**config.mk**
```make
export PLATFORM = sky130hd
export DESIGN_NAME = rf_wport_sched_flat
export DESIGN_NICKNAME = d
export VERILOG_FILES = /design/src/rtl/cpu_rf_pkg.sv /design/src/rtl/rf_wport_sched_if.sv /design/src/rtl/rf_scoreboard.sv /design/src/rtl/rf_wport_sched.sv /design/src/flat_wrapper.sv
export SDC_FILE = /design/constraint.sdc
export NUM_CORES = 1
export LEC_CHECK = 0
export CAP_MARGIN = 20
export CORE_AREA = 3 3 101 103
export DETAILED_ROUTE_END_ITERATION = 10
export DIE_AREA = 0 0 104 106
export PLACE_DENSITY = 0.81
export SYNTH_ARGS = -nofsm -noshare
export SYNTH_HDL_FRONTEND = slang
export SYNTH_HIERARCHICAL = 1
export SYNTH_SLANG_ARGS = --single-unit
```
**constraint.sdc**
```tcl
create_clock -name clk -period 6.57 [get_ports clk]
set_clock_uncertainty 0.2 [all_clocks]
set_input_delay 1.314 -clock clk [delete_from_list [all_inputs] [get_ports clk]]
set_output_delay 1.314 -clock clk [all_outputs]
set_load 0.02 [all_outputs]
```
**src/rtl/cpu_rf_pkg.sv**
```systemverilog
// Shared register-file types for the write-port scheduler and its scoreboard.
package cpu_rf_pkg;
  localparam int DATA_W    = 32;
  localparam int NREG      = 32;
  localparam int REG_IDX_W = 5;

  typedef logic [REG_IDX_W-1:0] reg_idx_t;
  typedef logic [NREG-1:0]      reg_mask_t;
  typedef logic [DATA_W-1:0]    data_t;

  function automatic reg_mask_t idx_mask(input reg_idx_t idx);
    return reg_mask_t'(1) << idx;
  endfunction
endpackage

```
**src/rtl/rf_wport_sched_if.sv**
```systemverilog
// Write-port bundle: WB source, long-latency source and the resulting RF write.
interface rf_wport_sched_if;
  import cpu_rf_pkg::*;

  // lat_valid/dst/data are held by the source until lat_valid && lat_ready;
  // lat_ready is combinational and a transfer completes on that cycle's edge.
  // pipe_wr has no ready: the WB stage is never back-pressured.
  logic     pipe_wr;
  reg_idx_t pipe_dst;
  data_t    pipe_data;
  logic     lat_valid;
  reg_idx_t lat_dst;
  data_t    lat_data;
  logic     lat_ready;
  logic     rf_wr;
  reg_idx_t rf_dst;
  data_t    rf_data;

  modport master (
    output pipe_wr, pipe_dst, pipe_data, lat_valid, lat_dst, lat_data,
    input  lat_ready, rf_wr, rf_dst, rf_data
  );

  modport slave (
    input  pipe_wr, pipe_dst, pipe_data, lat_valid, lat_dst, lat_data,
    output lat_ready, rf_wr, rf_dst, rf_data
  );
endinterface

```
**src/rtl/rf_scoreboard.sv**
```systemverilog
// Busy bits for registers owed a long-latency write; a same-cycle set beats a clear.
module rf_scoreboard
  import cpu_rf_pkg::*;
(
  input  logic      clk,
  input  logic      rst,
  input  logic      set_en,
  input  reg_idx_t  set_idx,
  input  logic      clr_en,
  input  reg_idx_t  clr_idx,
  input  reg_idx_t  rd_a_idx,
  input  reg_idx_t  rd_b_idx,
  output logic      rd_a,
  output logic      rd_b,
  output reg_mask_t busy
);
  reg_mask_t busy_next;

  always_comb begin
    busy_next = busy;
    if (clr_en) busy_next = busy_next & ~idx_mask(clr_idx);
    if (set_en) busy_next = busy_next | idx_mask(set_idx);
    busy_next[0] = 1'b0;
  end

  always_ff @(posedge clk) begin
    if (rst) busy <= '0;
    else     busy <= busy_next;
  end

  assign rd_a = busy[rd_a_idx];
  assign rd_b = busy[rd_b_idx];
endmodule

```
**src/rtl/rf_wport_sched.sv**
```systemverilog
// Arbitrates the single RF write port between WB and the long-latency return,
// tracks outstanding writes and raises ID stalls and the anti-starvation hold.
module rf_wport_sched
  import cpu_rf_pkg::*;
#(
  parameter int STARVE_MAX = 4
) (
  input  logic              clk,
  input  logic              rst,
  rf_wport_sched_if.slave   wp,
  input  logic              iss_valid,
  input  reg_idx_t          iss_dst,
  input  reg_idx_t          id_rs,
  input  reg_idx_t          id_rt,
  input  reg_idx_t          id_dst,
  input  logic              id_dst_wr,
  output logic              id_stall,
  output logic              pipe_hold,
  output reg_mask_t         busy_vec,
  output logic              sb_err
);
  localparam int CNT_W = $clog2(STARVE_MAX + 1);
  localparam logic [CNT_W-1:0] CNT_MAX = CNT_W'(STARVE_MAX);

  logic             pipe_real;
  logic             lat_fire;
  logic             busy_rs;
  logic             busy_rt;
  logic             raw_rs;
  logic             raw_rt;
  logic             waw;
  logic             sb_set;
  logic [CNT_W-1:0] wait_cnt;
  logic [CNT_W-1:0] wait_next;

  // Writes to r0 are dropped, so they never take the port from the lat source.
  assign pipe_real    = wp.pipe_wr && (wp.pipe_dst != '0);
  assign wp.lat_ready = !pipe_real;
  assign lat_fire     = wp.lat_valid && !pipe_real;

  always_comb begin
    wp.rf_wr   = 1'b0;
    wp.rf_dst  = '0;
    wp.rf_data = '0;
    if (pipe_real) begin
      wp.rf_wr   = 1'b1;
      wp.rf_dst  = wp.pipe_dst;
      wp.rf_data = wp.pipe_data;
    end else if (lat_fire && (wp.lat_dst != '0)) begin
      wp.rf_wr   = 1'b1;
      wp.rf_dst  = wp.lat_dst;
      wp.rf_data = wp.lat_data;
    end
  end

  // A lat write landing this cycle is forwarded by the RF, so it cancels a RAW.
  assign raw_rs   = busy_rs && (id_rs != '0) && !(lat_fire && (wp.lat_dst == id_rs));
  assign raw_rt   = busy_rt && (id_rt != '0) && !(lat_fire && (wp.lat_dst == id_rt));
  assign waw      = id_dst_wr && (id_dst != '0) && busy_vec[id_dst];
  assign id_stall = raw_rs || raw_rt || waw;
  assign sb_set   = iss_valid && !id_stall && (iss_dst != '0);

  rf_scoreboard u_sb (
    .clk      (clk),
    .rst      (rst),
    .set_en   (sb_set),
    .set_idx  (iss_dst),
    .clr_en   (lat_fire),
    .clr_idx  (wp.lat_dst),
    .rd_a_idx (id_rs),
    .rd_b_idx (id_rt),
    .rd_a     (busy_rs),
    .rd_b     (busy_rt),
    .busy     (busy_vec)
  );

  always_comb begin
    wait_next = '0;
    if (wp.lat_valid && pipe_real)
      wait_next = (wait_cnt == CNT_MAX) ? wait_cnt : wait_cnt + 1'b1;
  end

  always_ff @(posedge clk) begin
    if (rst) begin
      wait_cnt  <= '0;
      pipe_hold <= 1'b0;
      sb_err    <= 1'b0;
    end else begin
      wait_cnt  <= wait_next;
      pipe_hold <= (wait_next == CNT_MAX);
      if (lat_fire && (wp.lat_dst != '0) && !busy_vec[wp.lat_dst])
        sb_err <= 1'b1;
    end
  end
endmodule
```
**src/flat_wrapper.sv**
```systemverilog
// flat-port wrapper written by rule: the top's interface ports become plain ports
module rf_wport_sched_flat import cpu_rf_pkg::*;
#(
  parameter int STARVE_MAX = 4
)
  (clk, rst, iss_valid, iss_dst, id_rs, id_rt, id_dst, id_dst_wr, id_stall, pipe_hold, busy_vec, sb_err, wp_pipe_wr, wp_pipe_dst, wp_pipe_data, wp_lat_valid, wp_lat_dst, wp_lat_data, wp_lat_ready, wp_rf_wr, wp_rf_dst, wp_rf_data);
  rf_wport_sched_if wp_i ();
  input  logic clk;
  input  logic rst;
  input  logic iss_valid;
  input  reg_idx_t iss_dst;
  input  reg_idx_t id_rs;
  input  reg_idx_t id_rt;
  input  reg_idx_t id_dst;
  input  logic id_dst_wr;
  output logic id_stall;
  output logic pipe_hold;
  output reg_mask_t busy_vec;
  output logic sb_err;
  input wire logic [$bits(wp_i.pipe_wr)-1:0] wp_pipe_wr;
  input wire logic [$bits(wp_i.pipe_dst)-1:0] wp_pipe_dst;
  input wire logic [$bits(wp_i.pipe_data)-1:0] wp_pipe_data;
  input wire logic [$bits(wp_i.lat_valid)-1:0] wp_lat_valid;
  input wire logic [$bits(wp_i.lat_dst)-1:0] wp_lat_dst;
  input wire logic [$bits(wp_i.lat_data)-1:0] wp_lat_data;
  output wire logic [$bits(wp_i.lat_ready)-1:0] wp_lat_ready;
  output wire logic [$bits(wp_i.rf_wr)-1:0] wp_rf_wr;
  output wire logic [$bits(wp_i.rf_dst)-1:0] wp_rf_dst;
  output wire logic [$bits(wp_i.rf_data)-1:0] wp_rf_data;
  assign wp_i.pipe_wr = wp_pipe_wr;
  assign wp_i.pipe_dst = wp_pipe_dst;
  assign wp_i.pipe_data = wp_pipe_data;
  assign wp_i.lat_valid = wp_lat_valid;
  assign wp_i.lat_dst = wp_lat_dst;
  assign wp_i.lat_data = wp_lat_data;
  assign wp_lat_ready = wp_i.lat_ready;
  assign wp_rf_wr = wp_i.rf_wr;
  assign wp_rf_dst = wp_i.rf_dst;
  assign wp_rf_data = wp_i.rf_data;
  rf_wport_sched #(.STARVE_MAX(STARVE_MAX)) u_core (.clk(clk), .rst(rst), .wp(wp_i), .iss_valid(iss_valid), .iss_dst(iss_dst), .id_rs(id_rs), .id_rt(id_rt), .id_dst(id_dst), .id_dst_wr(id_dst_wr), .id_stall(id_stall), .pipe_hold(pipe_hold), .busy_vec(busy_vec), .sb_err(sb_err));
endmodule
```
### Yosys cells after proc, flatten, opt, wreduce, memory -nomap -nowiden

Cells that the tools add are included.

| word-level totals | value |
|---|---|
| register bits | 37 |
| input port bits | 100 |
| output and inout bits | 74 |
| word-level logic and storage cells | 65 |

| operators by class | value |
|---|---|
| $add $sub $neg | 1 |
| $lt $le $gt $ge | 4 |
| eq/ne operators | 4 |
| shift operators | 2 |
| mux-type cells | 18 |
| bitwise gates (word level) | 3 |
| reduce and logical (&&, ||, !) cells | 28 |

Operators by type and width:

| cell | count |
|---|---|
| $mux W32 | 4 |
| $shl A1 B5 Y32 const A | 2 |
| $and A32 B32 Y32 | 1 |
| $not A32 Y32 | 1 |
| $or A32 B32 Y32 | 1 |
| $reduce_bool A5 Y1 | 6 |
| $lt A5 B6 Y1 const B | 4 |
| $bmux W1 S5 | 4 |
| $logic_and A1 B1 Y1 | 15 |
| $eq A5 B5 Y1 | 2 |
| $mux W5 | 2 |
| $eq A3 B3 Y1 const B | 2 |
| $mux W1 | 6 |
| $mux W3 | 2 |
| $logic_not A1 Y1 | 5 |
| $add A3 B1 Y3 const B | 1 |
| $logic_or A1 B1 Y1 | 2 |

### Longest topological paths before layout

Gate-level depths: netlist (run 1).

| depth | value |
|---|---|
| depth in word-level cells | 13 |
| gate-level depth with buffers | 13 |
| mapped depth without buffers | 12 |

### Cells and area by module

The synthesis (run 1) kept the hierarchy.

By module, submodules not included:

| module | instances | cells an instance | area each (sq um) | sequential area each (sq um) |
|---|---|---|---|---|
| rf_scoreboard | 1 | 235 | 1831.8 | 620.6 |
| rf_wport_sched | 1 | 154 | 1451.4 | 100.1 |

### Least setup slack after synthesis (run 1)

Ideal clock, no wire load.

| path | value |
|---|---|
| path kind | input port to output port |
| start point | in id_rt[0] |
| end point | out id_stall |
| data arrival time | 2.886 ns |
| required time | 5.056 ns |
| slack | 2.170 ns |
| stages on the path | 9 |
| buffers on the path | 1 |
| cells stage by stage | buf_2 mux4_2 nand2b_1 o211ai_1 nand4_1 o21ai_0 a31oi_1 nor3_1 o21ai_0 |

| on the way | value |
|---|---|
| longest elaborated chain between the ends | 6 |
| elaborated cells between the ends (all ways) | 10 |
| classes of those cells | eq/ne: 1; mux: 2; reduce/logical: 7 |

RTL lines:

| item | RTL line | RTL |
|---|---|---|
| from (decl) | flat_wrapper.sv:13 | `input reg_idx_t id_rt;` |
| $bmux W1 S5 | rf_scoreboard.sv:32 | `assign rd_b = busy[rd_b_idx];` |
| $mux W1 (implied by the code) | rf_scoreboard.sv:32 |  |
| net u_core.busy_rt | rf_wport_sched.sv:28 | `logic busy_rt;` |
| $logic_and A1 B1 Y1 (2 in series) | rf_wport_sched.sv:58 | `assign raw_rt = busy_rt && (id_rt != '0) && !(lat_fire && (wp.lat_dst == id_rt));` |
| $logic_or A1 B1 Y1 (2 in series) | rf_wport_sched.sv:60 | `assign id_stall = raw_rs \|\| raw_rt \|\| waw;` |
| to (decl) | flat_wrapper.sv:16 | `output logic id_stall;` |

The timed path passes the listed nets, and every way through them passes these cells. The select of a mux whose other input is x is not followed.

### Worst setup path after layout (run 1)

| path | value |
|---|---|
| start point | in id_rs[0] |
| end point | out id_stall |

| on the way | value |
|---|---|
| longest elaborated chain between the ends | 6 |
| elaborated cells between the ends (all ways) | 10 |
| classes of those cells | eq/ne: 1; mux: 2; reduce/logical: 7 |

RTL lines:

| item | RTL line | RTL |
|---|---|---|
| from (decl) | flat_wrapper.sv:12 | `input reg_idx_t id_rs;` |
| $bmux W1 S5 | rf_scoreboard.sv:31 | `assign rd_a = busy[rd_a_idx];` |
| $mux W1 (implied by the code) | rf_scoreboard.sv:31 |  |
| net u_core.busy_rs | rf_wport_sched.sv:27 | `logic busy_rs;` |
| $logic_and A1 B1 Y1 (2 in series) | rf_wport_sched.sv:57 | `assign raw_rs = busy_rs && (id_rs != '0) && !(lat_fire && (wp.lat_dst == id_rs));` |
| $logic_or A1 B1 Y1 (2 in series) | rf_wport_sched.sv:60 |  |

The timed path passes the listed nets, and every way through them passes these cells. The select of a mux whose other input is x is not followed.

==> flow_summary_export.csv, run 1 <==
group,metric,value,unit
run_status,status,"completed",
worst_hold_path,min_path_type,"flop to flop",
setup_path,cp.arrival,4.20,ns
clocking,cts-resized-gates,0,
routing,drt_wl_total,13.8,mm
placed_design,dp_cells,670,
power_and_ir_drop,swShare,30.5,%
routing,vias_per_cell,5.95,
global_routing,grt_pass1_wl,21.3,mm
global_routing,grt_max_degree,36,
sta,fin_tns_setup,0,ns
sta,hold_viol_final,0,
clocking,cts_root_buf,"clkbuf_8",
sta,hold_slack,0.258,ns
floorplan,rows,35,
power_and_ir_drop,total_power,0.643,mW
synth,async_flop_share,0,%
clocking,htreeDepth,2,
setup_path,path_max_fanout,9,
routing,num_vias,4026,
setup_path,end_kind,"output pin",
routing,routedWlPerCell,20.4,µm
global_routing,antenna_found_initial,0,
synth,synthFlopType,"dfxtp_1",
global_routing,track_usage,24.2,%
sta,max_slew_margin,53.4,%
clocking,clock_sinks,36,
synth,ys_seq_elements,36,
clocking,cts.path.max_buffers,2,
finish,num_antenna_cells,0,
routing,drc_errors,0,
setup_path,crit_type,"input port to output pin",
synth,ys_seq_area_share,22.0,%
finish,nNetsFinal,650,
setup_path,crit_required,5.06,ns
floorplan,die_w,104,µm
sta,fmax,0.175,GHz
global_routing,grt_pass1_vias,3729,
placed_design,finalWeightedCongestion,0.932,
finish,layout_commonest_cell,"clkdlybuf4s50_1",
sta,drv_slew,0,
clocking,cts_buffers,5,
finish,final_cell_mix,"clkdlybuf4s50_1 (172), nand2_1 (43), a21oi_1 (40), o21ai_0 (37)",
power_and_ir_drop,p_per_area,124,nW/µm²
power_and_ir_drop,seqPwrFrac,34.8,%
clocking,hold_buffers,0,
sta,rsz0062_at_grt,"false",
worst_hold_path,holdPathStages,2,
power_and_ir_drop,p_sw,0.196,mW
finish,final-instance-count-excl-fill,677,
synth,synth_edf_count,0,
setup_path,startpoint_type,"input port",
placed_design,pre_cts_slack,0.905,ns
finish,fill_cells,846,
clocking,clk-insertion-delay-late,0.29,ns
power_and_ir_drop,p_leak,1.86,nW
floorplan,io-pin-count,174,
routing,first_iter_violations,374,
finish,drive_gt1_share,7.12,%
power_and_ir_drop,clockPowerShare,26.3,%
floorplan,initial_core_util,35.4,%
synth,postSynthAreaPerCell,8.44,µm²
finish,area_delta_synth_final,57.8,%
synth,synth.distinct_cells,50,
floorplan,dieArea,11000,µm²
clocking,postCtsSetupBuffers,0,
setup_path,reg2reg_depth,12,
synth,yosysWarningCount,6,
routing,antenna_left,0,
placed_design,dpl.hpwl,10.5,mm
sta,fin_crit_sh,86.9,%
sta,finalSetupViolCount,0,
power_and_ir_drop,intPower,0.447,mW
synth,synth_area,3280,µm²
power_and_ir_drop,ir_worst_vdd,0.0738,mV
clocking,cts_tree,"done",
synth,syn_nets,491,
sta,tightest_slew,0.697,ns
floorplan,die_h,106,µm
job,max-cap-violations,0,
routing,drt-pass1-iter-count,5,
placed_design,io_buffers,172,
synth,synthCells,389,
floorplan,core_region_area,9280,µm²
global_routing,grt_overflow,0,
clocking,clkTransAtPathRegs,0.07,ns
sta,period_minus_slack,5.71,ns
power_and_ir_drop,combPwrFrac,38.9,%
sta,setup_ws,0.858,ns
## area by class of cell
type	count	area [µm²]	area share (%)
multi-input combinational	318	2400	46.4
timing repair buffer	178	1770	34.1
sequential	36	721	13.9
tap	129	161	3.12
clock buffer	7	96.3	1.86
inverter	9	33.8	0.652
## through the flow
stage / utilization, % / area, µm²
global route: 55.8 / 5180
CTS: 55.8 / 5180
floorplan: - / 3280
global placement: 54.8 / 5080
detailed placement: 54.8 / 5080
finish: 55.8 / 5180
## sequential cells by signal, indices dropped and copies added, names as in the netlist
name              cells
u_core/pipe_hold      1
u_core/sb_err         1
u_core/u_sb/busy     31
u_core/wait_cnt       3
## power groups by stage
| stage | clock network [mW] | logic (mW) | registers, mW |
|---|---|---|---|
| 6_report | 0.169 | 0.250 | 0.224 |
| 5_1_grt | 0.182 | 0.265 | 0.224 |
| 4_1_cts | 0.174 | 0.248 | 0.224 |
| 3_5_place_dp | 0 | 0.247 | 0.228 |
| 3_3_place_gp | 0 | 0.243 | 0.228 |
| 2_1_floorplan | 0 | 0.117 | 0.229 |
## worst max-delay path, stage by stage
cell and delay (ns):
clkdlybuf4s50_1 0.70, mux4_2 0.54, nand2b_1 0.15, o211ai_1 0.13
nand4_1 0.11, o21ai_0 0.14, a41oi_1 0.11, nor3_1 0.26
o21ai_0 0.16, clkdlybuf4s50_1 0.57
## synth_stat cells (2+ instances only)
| cell type | number | share of area, % |
|---|---|---|
| mux2_2 | 2 | 0.69 |
| a221oi_2 | 2 | 0.91 |
| or3b_2 | 3 | 0.80 |
| nor3_1 | 4 | 0.61 |
| clkbuf_1 | 14 | 1.6 |
| nand2_1 | 43 | 4.9 |
| mux4_1 | 9 | 7.2 |
| nand3b_1 | 5 | 1.1 |
| xor2_1 | 5 | 1.3 |
| a22o_1 | 36 | 9.6 |
| a22oi_1 | 4 | 0.91 |
| dfxtp_1 | 36 | 22 |
| ha_1 | 2 | 0.76 |
| o221ai_1 | 3 | 0.80 |
| o2111ai_1 | 2 | 0.53 |
| or4_1 | 4 | 0.91 |
| buf_2 | 9 | 1.4 |
| mux2i_1 | 25 | 7.6 |
| nand3_1 | 10 | 1.5 |
| mux4_2 | 10 | 6.9 |
| xnor2_1 | 6 | 1.6 |
| o211ai_1 | 2 | 0.46 |
| nand4_1 | 2 | 0.38 |
| nor2_1 | 20 | 2.3 |
| buf_6 | 2 | 0.69 |
| a211oi_1 | 2 | 0.46 |
| o31a_1 | 3 | 0.80 |
| a21oi_1 | 40 | 6.1 |
| inv_1 | 8 | 0.91 |
| or3_1 | 4 | 0.76 |
| o21a_1 | 2 | 0.46 |
| nand2b_1 | 8 | 1.5 |
| o21ai_0 | 37 | 5.6 |
| nor2b_1 | 9 | 1.7 |
## final timing paths
| check | endpoint | from | slack [ns] |
|---|---|---|---|
| worst max-delay path | id_stall | id_rs[0] | 0.86 |
| worst min-delay path | u_core/sb_err | u_core/sb_err | 0.26 |
| worst max register to register | u_core/u_sb/busy[17] | u_core/u_sb/busy[4] | 3.33 |
| worst min register to register | u_core/sb_err | u_core/sb_err | 0.26 |
## layer usage
| layer | global-route usage [%] | up-vias | share of wire (%) |
|---|---|---|---|
| met3 | 6.56 | 34 | 10 |
| met2 | 39.5 | 243 | 49 |
| met4 | 7.88 | 0 | 2.1 |
| met5 | 0 | - | 0 |
| met1 | 31.1 | 1950 | 39 |
| li1 | - | 1799 | - |
## kinds of logic (layout without fill, tap and decap cells)
family                     Yosys count  after routing  synth area share, %
AOI/OAI and AO/OA                  140            140                 28.8
and+or+nand+nor                    117            117                 17.6
muxes                               47             47                 22.8
DFF                                 36             36                 22.0
buffers and inverters               35            194                 4.92
xor gates and xnor gates            11             11                 2.93
adders and majority gates            2              2                0.762
other                                1              1                0.114
Power figures use the tool's default switching activity.
==> inputs of run 2 (changes only) <==
Settings changed: SETUP_SLACK_MARGIN set to 0.4.
==> results of run 2 <==
Same layout as run 1: the final DEF is identical, and so are final timing and power.
==> inputs of run 3 (changes only) <==
Clock period 6.57 ns to 6.15 ns, I/O delays scaled along.
==> flow_summary_export.csv, run 3 (same netlist as run 1, synthesis figures left out) <==
group,metric,value,unit
clocking,cts.path.max_buffers,2,
routing,first_iter_violations,423,
floorplan,rows,35,
placed_design,dpl.hpwl,10.6,mm
floorplan,initial_core_util,35.4,%
placed_design,pre_cts_slack,0.591,ns
finish,fill_cells,863,
clocking,cts_tree,"done",
setup_path,startpoint_type,"input port",
power_and_ir_drop,total_power,0.738,mW
setup_path,end_kind,"output pin",
finish,num_antenna_cells,0,
power_and_ir_drop,p_leak,1.88,nW
finish,nNetsFinal,651,
sta,hold_slack,0.260,ns
routing,drt_wl_total,14.3,mm
sta,finalSetupViolCount,0,
finish,final_cell_mix,"clkdlybuf4s50_1 (171), nand2_1 (43), a21oi_1 (40), o21ai_0 (37)",
global_routing,grtUsageMet3,6.19,%
clocking,cts_buffers,5,
power_and_ir_drop,seqPwrFrac,32.4,%
clocking,clk-insertion-delay-late,0.29,ns
sta,drv_slew,0,
routing,drc_errors,0,
clocking,cts_root_buf,"clkbuf_8",
routing,antenna_left,0,
clocking,hold_buffers,0,
finish,final_cell_area,5220,µm²
sta,fmax,0.179,GHz
sta,period_minus_slack,5.58,ns
power_and_ir_drop,intPower,0.521,mW
power_and_ir_drop,swShare,29.4,%
routing,drt-pass1-iter-count,5,
sta,tightest_slew,0.681,ns
placed_design,finalWeightedCongestion,0.998,
floorplan,dieArea,11000,µm²
setup_path,crit_type,"input port to output pin",
routing,num_vias,3946,
finish,area_delta_synth_final,59.0,%
worst_hold_path,min_path_type,"flop to flop",
clocking,clock_sinks,36,
finish,final_core_util,56.2,%
global_routing,antenna_found_initial,0,
global_routing,grt_pass1_vias,3700,
global_routing,grt-busiest-layer,"met2",
power_and_ir_drop,ir_worst_vdd,0.0806,mV
setup_path,crit_slowest_cell,"clkdlybuf4s50_1",
sta,max_slew_margin,54.5,%
floorplan,die_w,104,µm
placed_design,io_buffers,172,
global_routing,grt_max_degree,35,
finish,layout_commonest_cell,"clkdlybuf4s50_1",
floorplan,io-pin-count,174,
finish,largest_reg_flops,31,
job,max-cap-violations,0,
power_and_ir_drop,clockPowerShare,31.2,%
placed_design,dpl_cell_area,5090,µm²
finish,final-instance-count-excl-fill,679,
power_and_ir_drop,p_sw,0.217,mW
run_status,status,"completed",
sta,fin_crit_sh,90.7,%
global_routing,track_usage,24.7,%
routing,vias_per_cell,5.81,
clocking,htreeDepth,2,
global_routing,grt_pass1_wl,21.6,mm
routing,routedWlPerCell,21.1,µm
clocking,clkTransAtPathRegs,0.08,ns
floorplan,die_h,106,µm
finish,top_regs,"u_core/u_sb/busy: 31 flops, u_core/wait_cnt: 3 flops",
setup_path,cp_cell_sequence,"clkdlybuf4s50_1, mux4_2, nand2b_1, o211ai_1, nand4_1, o21ai_0, a41oi_1, nor3_1, o21ai_0, clkdlybuf4s50_1",
setup_path,path_max_fanout,9,
sta,rsz0062_at_grt,"false",
sta,fin_tns_setup,0,ns
global_routing,grt_overflow,0,
setup_path,crit_required,4.72,ns
power_and_ir_drop,combPwrFrac,36.4,%
setup_path,slowest_delay,0.72,ns
finish,drive_gt1_share,7.45,%
sta,hold_viol_final,0,
power_and_ir_drop,p_per_area,141,nW/µm²
placed_design,dp_cells,671,
sta,setup_ws,0.574,ns
setup_path,cp.arrival,4.15,ns
floorplan,core_region_area,9280,µm²
global_routing,grt_use_met2,39.8,%
finish,top_register,"u_core/u_sb/busy",
global_routing,use_met1,31.9,%
-- run 3: changes by cell type in the layout (fill, tap and decap cells not counted) --
cell | before | now
dlymetal6s2s_1 | 0 | 1
clkdlybuf4s50_1 | 172 | 171
buf_4 | 6 | 7
bufinv_16 | 0 | 1
-- run 3: repair_timing --
item / CTS / global route
setup endpoints to repair: 0 / 1
setup buffers: 0 / 0
gates resized for setup: 0 / 1
-- run 3: area by class of cell --
| type | instances | area, µm² | area share [%] |
|---|---|---|---|
| Clock buffer | 7 | 96.3 | 1.85 |
| Clock inverter | 1 | 30.0 | 0.575 |
| Inverter | 9 | 33.8 | 0.647 |
| Multi-Input combinational cell | 318 | 2400 | 46.0 |
| Sequential cell | 36 | 721 | 13.8 |
| Tap cell | 129 | 161 | 3.09 |
| Timing Repair Buffer | 179 | 1780 | 34.0 |
-- run 3: power groups by stage --
stage          clock [mW]  sequential, mW  combinational [mW]
2_1_floorplan           0           0.245               0.125
3_3_place_gp            0           0.244               0.261
3_5_place_dp            0           0.244               0.265
4_1_cts             0.234           0.239               0.266
5_1_grt             0.244           0.239               0.283
6_report            0.230           0.239               0.268
-- run 3: layer usage --
layer / vias up / share of wire, %
met1: 1836 / 38
met2: 273 / 48
met4: 0 / 2.6
met3: 29 / 11
met5: - / 0
li1: 1808 / -
-- run 3: final timing paths --
path | cells after the start | slack [ns] | to | from
max | 10 | 0.57 | id_stall | id_rs[0]
max reg2reg | 12 | 2.83 | u_core/u_sb/busy[16] | u_core/u_sb/busy[21]
min reg2reg | 2 | 0.26 | u_core/sb_err | u_core/sb_err
min | 2 | 0.26 | u_core/sb_err | u_core/sb_err
-- run 3: critical path: cells and delay by family --
kind,cells,cell delay (ns)
compound gates,4,0.51
simple gates,3,0.56
buf+inv,2,1.29
mux,1,0.55
